[config.mk]
export PLATFORM = sky130hd
export DESIGN_NAME = huff_byte_tx
export DESIGN_NICKNAME = d
export VERILOG_FILES = /design/src/rtl/huff_byte_tx.sv
export SDC_FILE = /design/constraint.sdc
export NUM_CORES = 2
export LEC_CHECK = 0
export ABC_AREA = 1
export CELL_PAD_IN_SITES_DETAIL_PLACEMENT = 1
export CELL_PAD_IN_SITES_GLOBAL_PLACEMENT = 1
export CORE_AREA = 2 2 414 416
export CTS_CLUSTER_DIAMETER = 100
export DETAILED_ROUTE_END_ITERATION = 16
export DIE_AREA = 0 0 416 418
export PLACE_DENSITY_LB_ADDON = 0.1
export SYNTH_ARGS = -nofsm -noshare
export SYNTH_HDL_FRONTEND = slang
export SYNTH_SLANG_ARGS = --single-unit
[constraint.sdc]
create_clock -name CLK -period 2 [get_ports CLK]
set_clock_uncertainty 0.15 [all_clocks]
set_input_delay 0.4 -clock CLK [delete_from_list [all_inputs] [get_ports CLK]]
set_output_delay 0.4 -clock CLK [all_outputs]
set_load 0.005 [all_outputs]
[src/rtl/huff_byte_tx.sv]
// huff_byte_tx
// Takes a packed Huffman bitstream (bus + valid-bit count) on a one-cycle
// start pulse. It then streams the frame out LSB-first as 8-bit bytes over a
// valid/ready handshake. The final byte is flagged with tx_last, together
// with the number of zero pad bits it carries.
//
// Optional feature: define HUFF_BYTE_TX_CRC_EN to append one CRC-8 byte
// (poly 0x07, init 0x00, MSB-first, no reflection, no final XOR) computed over
// all data bytes including pad zeros. tx_last then marks the CRC byte, with
// tx_pad = 0.
//
// Ports:
//   CLK        clock, rising edge
//   nRST       asynchronous active-low reset
//   start      one-cycle pulse, bits_in/bit_count valid this cycle
//   bits_in    encoded stream, bit 0 is transmitted first
//   bit_count  number of valid bits in bits_in (clamped to DATA_W)
//   busy       high while a frame is held (SEND/CRC/DONE)
//   tx_data    current byte, stream bit 8k+j -> byte k bit j
//   tx_valid   tx_data valid
//   tx_ready   sink accepts byte
//   tx_last    current byte is the final byte of the frame
//   tx_pad     zero pad bits in the final byte (valid with tx_last)
//   done       one-cycle pulse after the frame completes
module huff_byte_tx #(
  parameter int DATA_W  = 1024,
  parameter int CNT_W   = 11,
  parameter int NBYTE_W = 8
) (
  input  logic              CLK,
  input  logic              nRST,
  input  logic              start,
  input  logic [DATA_W-1:0] bits_in,
  input  logic [CNT_W-1:0]  bit_count,
  output logic              busy,
  output logic [7:0]        tx_data,
  output logic              tx_valid,
  input  logic              tx_ready,
  output logic              tx_last,
  output logic [2:0]        tx_pad,
  output logic              done
);

  localparam logic [1:0] S_IDLE = 2'd0;
  localparam logic [1:0] S_SEND = 2'd1;
  localparam logic [1:0] S_DONE = 2'd2;
`ifdef HUFF_BYTE_TX_CRC_EN
  localparam logic [1:0] S_CRC  = 2'd3;
`endif

  logic [1:0]         state;
  logic [DATA_W-1:0]  shreg;
  logic [NBYTE_W-1:0] remaining;
  logic               last_data;

  // Capture-side decode: clamp the count, mask the bits beyond it, and derive
  // the byte count and pad.
  logic [CNT_W-1:0]   cnt_clamp;
  logic [CNT_W-1:0]   cnt_round;
  logic [DATA_W-1:0]  cap_mask;
  logic [NBYTE_W-1:0] cap_nbytes;

  always_comb begin
    cnt_clamp  = (bit_count > CNT_W'(DATA_W)) ? CNT_W'(DATA_W) : bit_count;
    cnt_round  = cnt_clamp + CNT_W'(7);
    // A shift by DATA_W yields all zeros, so a full-width count keeps every bit.
    cap_mask   = ~({DATA_W{1'b1}} << cnt_clamp);
    cap_nbytes = NBYTE_W'(cnt_round >> 3);
  end

  assign last_data = (remaining == NBYTE_W'(1));

`ifdef HUFF_BYTE_TX_CRC_EN
  logic [7:0] crc_q;

  function automatic logic [7:0] crc8_byte(input logic [7:0] crc_in,
                                           input logic [7:0] data);
    logic [7:0] c;
    c = crc_in ^ data;
    for (int i = 0; i < 8; i++) begin
      c = c[7] ? ((c << 1) ^ 8'h07) : (c << 1);
    end
    return c;
  endfunction
`else
  logic [2:0] cap_pad;
  logic [2:0] pad_q;

  // (8 - count%8) % 8 equals the two's-complement negation of the low 3 bits.
  assign cap_pad = 3'd0 - cnt_clamp[2:0];
`endif

  // Control and frame storage
  always_ff @(posedge CLK or negedge nRST) begin
    if (!nRST) begin
      state     <= S_IDLE;
      shreg     <= '0;
      remaining <= '0;
`ifdef HUFF_BYTE_TX_CRC_EN
      crc_q     <= 8'd0;
`else
      pad_q     <= 3'd0;
`endif
    end else begin
      case (state)
        S_IDLE: begin
          if (start) begin
            shreg     <= bits_in & cap_mask;
            remaining <= cap_nbytes;
`ifdef HUFF_BYTE_TX_CRC_EN
            crc_q     <= 8'd0;
            state     <= (cap_nbytes != '0) ? S_SEND : S_CRC;
`else
            pad_q     <= cap_pad;
            state     <= (cap_nbytes != '0) ? S_SEND : S_DONE;
`endif
          end
        end
        S_SEND: begin
          if (tx_ready) begin
            shreg     <= shreg >> 8;
            remaining <= remaining - NBYTE_W'(1);
`ifdef HUFF_BYTE_TX_CRC_EN
            crc_q     <= crc8_byte(crc_q, shreg[7:0]);
            if (last_data) state <= S_CRC;
`else
            if (last_data) state <= S_DONE;
`endif
          end
        end
`ifdef HUFF_BYTE_TX_CRC_EN
        S_CRC: begin
          if (tx_ready) state <= S_DONE;
        end
`endif
        S_DONE:  state <= S_IDLE;
        default: state <= S_IDLE;
      endcase
    end
  end

  // Outputs decode straight from registered state, so they stay stable while
  // the sink stalls and drop to zero immediately on reset.
  always_comb begin
    busy     = (state != S_IDLE);
    done     = (state == S_DONE);
    tx_valid = 1'b0;
    tx_data  = 8'd0;
    tx_last  = 1'b0;
    tx_pad   = 3'd0;
    if (state == S_SEND) begin
      tx_valid = 1'b1;
      tx_data  = shreg[7:0];
`ifndef HUFF_BYTE_TX_CRC_EN
      tx_last  = last_data;
      tx_pad   = last_data ? pad_q : 3'd0;
`endif
    end
`ifdef HUFF_BYTE_TX_CRC_EN
    if (state == S_CRC) begin
      tx_valid = 1'b1;
      tx_data  = crc_q;
      tx_last  = 1'b1;
    end
`endif
  end

endmodule

; ---- Word level (Yosys, flattened, before mapping)
; Index checks and enable logic that the tools add are counted.
[classes]
addsub = 3
mul = 0
div_mod_pow = 0
order_cmp = 1
eq_ne = 6
shifts = 1
n_mux = 17
bitwise = 2
reduce_logical = 7
[op_table]
columns = operator, count
row1 = $mux 1024, 2
row2 = $pmux 1024 s2, 1
row3 = $and 1024x1024->1024, 1
row4 = $not 1024->1024, 1
row5 = $shl 1024x11->1024 const A, 1
row6 = $mux 8, 3
row7 = $pmux 8 s2, 1
row8 = $add 11x3->11 const B, 1
row9 = $gt 11x11->1 const B, 1
row10 = $mux 11, 1
row11 = $eq 8x1->1 const B, 1
row12 = $mux 2, 4
row13 = $reduce_bool 8->1, 1
row14 = $sub 8x1->8 const B, 1
row15 = $mux 3, 2
row16 = $ne 2x2->1 const B, 3
row17 = $reduce_and 3->1, 2
row18 = $pmux 2 s2, 1
row19 = $reduce_bool 2->1, 2
row20 = $sub 1x3->3 const A, 1
row21 = $eq 2x1->1 const B, 1
row22 = $eq 2x2->1 const B, 1
row23 = $logic_not 2->1, 1
row24 = $mux 1, 2
row25 = $reduce_and 2->1, 1
[word_totals]
register_bits = 1037
latch_bits = 0
mem_bits_rw = 0
romBits = 0
in_bits = 1039
elab_cells = 41
memories = 0

; ---- Longest topological paths before layout
[depth]
word_depth = 7
ltp_mapped = 19

; ---- Least setup slack after synthesis
; No wires, ideal clock.
[synth_path]
kind = input port to flip-flop
startpoint = input port bit_count[2]
endpoint = register shreg[360]
arrival_ns = 2.534
t_required_ns = 1.773
setup_slack_ns = -0.761
cell_stages = 17
n_path_buf = 2
path_cell_list = buf_2 > nor2_1 > nand2_1 > o21bai_2 > buf_6 > nand2_1 > ha_1 > ha_1 > inv_1 > nand2_1 > o21ai_0 > nand2_1 > nand2_1 > nand2_1 > nand2_1 > nand3_1 > a21oi_1
[synth_between]
elab_chain_len = 7
[synth_rtl]
columns = item, line_no
row1 = start: declaration, 34  ; input logic [CNT_W-1:0] bit_count,
row2 = $gt 11x11->1, 64  ; cnt_clamp = (bit_count > CNT_W'(DATA_W)) ? CNT_W'(DATA_W) : bit_count;
row3 = $mux 11 (*), 64
row4 = $shl 1024x11->1024 (*), 67  ; cap_mask = ~({DATA_W{1'b1}} << cnt_clamp);
row5 = $not 1024->1024 (*), 67
row6 = $and 1024x1024->1024 (*), 108  ; shreg <= bits_in & cap_mask;
row7 = $mux 1024 (*), 107  ; if (start) begin
row8 = $pmux 1024 s2 (*), 105  ; case (state)
row9 = end signal: assignment, 108
row10 = end signal: assignment, 121  ; shreg <= shreg >> 8;
row11 = end: declaration, 52  ; logic [DATA_W-1:0] shreg;
; Every way passes the cells marked *; elsewhere a longest branch is shown, timed or not. The select of a mux whose other input is x is not followed.
; A chain may end at the register's enable or synchronous reset.

; ---- Worst setup path after layout
[layout_path]
startpoint = register state[1]
endpoint = output port tx_pad[2]
[layout_between]
elab_chain_len = 2
[layout_rtl]
columns = item, line_no
row1 = start: declaration, 51  ; logic [1:0] state;
row2 = start signal: assignment, 115  ; state <= (cap_nbytes != '0) ? S_SEND : S_DONE;
row3 = $eq 2x1->1, 151  ; if (state == S_SEND) begin
row4 = $mux 3, 151
row5 = end: declaration, 40  ; output logic [2:0] tx_pad,
; Every way passes these cells.

==> out/metrics.cfg <==
[yosys]
ys_types = 49
ys.flop_type = dfrtp_1
syn_avg_cell_area_sq_um = 7.55
yosys_register_bits = 1037
synthArstFlopShare_pct = 100
syn_nets = 8404
synth-edff-count = 0
syn_inst = 7355
yosysWarnings = 0
ys_seq_area_share_pct = 46.7
synth_area_sq_mm = 0.0556

[drt]
via_per_inst = 6.24
vias = 73098
ant_nets = 0
drc = 0
wl_per_cell_um = 36.8
first_pass_iters = 6
wl_mm = 431
drtIter0Drc = 9068

[critical_path]
crit_buf_inv = 6
crit_path_max_fanout = 3
worstRegToRegCells = 14
crit_path_end_kind = primary output
cp-startpoint = state[1]
crit_type = reg -> out
r2r-end = shreg[549]
rr_startpoint = state[0]
critical_path_depth = 9
path_cells = nor2_4 -> inv_8 -> buf_6 -> nor2_1 -> buf_4 -> buf_12 -> inv_8 -> nor2_4 -> buf_12
crit_family = buffers and inverters
r2r_slack_ns = -0.64
startpoint_type = register
cpMaxStageDelayCell = dfrtp_2
max_stage_delay_ns = 0.45
cp.arrival_ns = 2.26
crit_end = tx_pad[2]
crit_required_ns = 1.45

[pwr]
peakVddDrop_mv = 1.20
p_clk_share_pct = 15.6
p_leak_uw = 0.0395
p_sw_uw = 72800
p_int_uw = 87500
pwr-share-seq_pct = 26.7
switching_share_pct = 45.4
pwr_density_cell_mw_per_mm2 = 1700
combinationalPowerShare_pct = 57.7
power.total_uw = 160000

[final_layout]
final.fill_count = 19269
fin_cells = 11721
final_common_cell = a21oi_1
layout-drive-gt1-share_pct = 26.8
final_cell_mix = a21oi_1, nand2_1, dfrtp_1
fin_nets = 10401
area_growth_pct = 69.8
fin_util_pct = 55.8

[timing]
timing.final.ws_setup_ns = -0.809
slew_headroom_pct = 33.1
finalHoldViolations = 0
rsz0062_at_grt = yes
hold_slack_ns = 0.0200
slew_violations = 0
min_period_over_period_pct = 140
finalCriticalPeriod_ns = 2.81
setup_viol = 1049
fmaxAchievable_ghz = 0.356
tightest_slew_ns = 1.00

[job]
maxCapViolCount = 0

[floorplan]
die_y_um = 418
coreArea_sq_mm = 0.169
rows = 151
die_area_sq_mm = 0.174
io_pins = 1054
initial_utilization_pct = 32.9
die_w_um = 416

[cts]
htreeDepth = 4
cts_sinks = 1037
clock_path_buffers = 3
cts_tree = built
numCtsBuffers = 132
path_clk_slew_ns = 0.06
insertion_delay_ns = 0.81
clk_root_buffer_cell = clkbuf_16

[global_route]
grt_antenna_before_repair = 67
gr-total-overflow = 0
grt_pass1_vias = 71605
grt_pass1_wl_mm = 559
grt_usage_pct = 45.3
grt_max_degree = 173

[place]
dp_cells = 11071
port_buffers = 1053
routabilityCongestion = 1.02
dp_hpwl_mm = 301

[run_status]
outcome = finished, violations left
violations = negative setup slack

[worst_hold_path]
holdCritPathClass = in -> reg

==> Yosys cell counts, drive strengths merged (2+ instances only) <==
cell / instances / area [sq um]
a21oi: 1819 / 9120
nand2: 1171 / 4410
nor2: 1047 / 4000
dfrtp: 1037 / 25900
nand3: 562 / 2830
o211ai: 437 / 3280
clkbuf: 401 / 1510
o21ai: 316 / 1610
buf: 223 / 1060
inv: 209 / 785
o2111ai: 22 / 193
a22oi: 20 / 150
nand4: 16 / 100
a21boi: 11 / 82.6
ha: 10 / 125
a31oi: 8 / 50.1
clkinv: 8 / 31.3
nor3: 6 / 30.0
a21o: 4 / 30.0
o21a: 4 / 30.0
o311ai: 4 / 35.0
a32oi: 3 / 26.3
o22ai: 3 / 18.8
xor2: 3 / 26.3
a22o: 2 / 17.5
nand3b: 2 / 15.0
o21bai: 2 / 18.8
o31ai: 2 / 15.0
==> flip-flops by register name (all words and copies together), names as in the netlist <==
name,count
shreg,1024
remaining,8
pad_q,3
state,2
==> worst register-to-register path, delay by kind of cell (launching register included) <==
kind | cells | cell delay (ns)
flops | 1 | 0.44
compound gates | 3 | 0.52
simple gates | 2 | 0.18
buf+inv | 9 | 1.22
==> kinds of logic (layout without fill, tap and decap cells) <==
family                     Yosys count  count (layout)  synth area share, %
buffers and inverters              841            2935                 6.08
and+or+nand+nor                   2806            2806                 20.5
xor gates and xnor gates             3               3               0.0473
adders and majority gates           10              10                0.225
AOI/OAI and AO/OA                 2658            2658                 26.4
other                                0              54                    0
DFF                               1037            1037                 46.7
==> layout make-up <==
class,instances,area [sq um],area share (%)
Clock inverter,33,385,0.408
Timing Repair Buffer,2482,29000,30.8
Tap cell,2218,2780,2.94
Sequential cell,1037,26000,27.5
Clock buffer,198,3950,4.18
Inverter,217,906,0.960
Multi-Input combinational cell,5477,31100,33.0
Timing Repair inverter,5,123,0.130
Antenna cell,54,135,0.143
==> layer usage <==
metal	up-vias	global-route usage, %	routed length (um)
li1	29554	-	-
met1	37126	57.0	161000
met2	4995	68.9	189000
met3	1407	9.21	41000
met4	16	33.7	40300
met5	-	0	101
==> metrics by stage <==
stage	instance area, sq um	setup slack [ns]	TNS [ns]
floorplan	56000	-0.478	-156.54
global placement	77800	-2.12	-1544.49
detailed placement	77800	-2.19	-1566.86
CTS	86800	-0.862	-352.01
global route	94300	-0.859	-540.90
finish	94400	-0.809	-508.82
==> power by group through the flow <==
stage | clock (uW) | combinational (uW) | sequential, uW
final | 25000 | 92500 | 42800
after global routing | 25700 | 96200 | 43300
after CTS | 24800 | 71800 | 40000
after detailed placement | 0 | 59300 | 40000
after global placement | 0 | 58000 | 39700
after floorplan | 0 | 33600 | 36600
==> worst min path at each step <==
stage                 start    endpoint  slack, ns  depth (start not counted)
2_1_floorplan          nRST    pad_q[0]      -0.05                          0
3_3_place_gp           nRST    shreg[5]       0.15                          1
3_5_place_dp           nRST    shreg[5]       0.14                          1
4_1_cts        bits_in[226]  shreg[226]     0.0007                          3
5_1_grt        bits_in[685]  shreg[685]       0.03                          3
6_report       bits_in[645]  shreg[645]       0.02                          3
==> timing repair <==
item                                     CTS  global route
buffers inserted                         116            77
gates cloned                              75           116
pin swaps                                102           230
endpoints found under the setup margin  1050          1049
endpoints found under the hold margin    702             0
resized for setup                        485          1192
hold buffers                              16             0
Power figures use the tool's default switching activity.
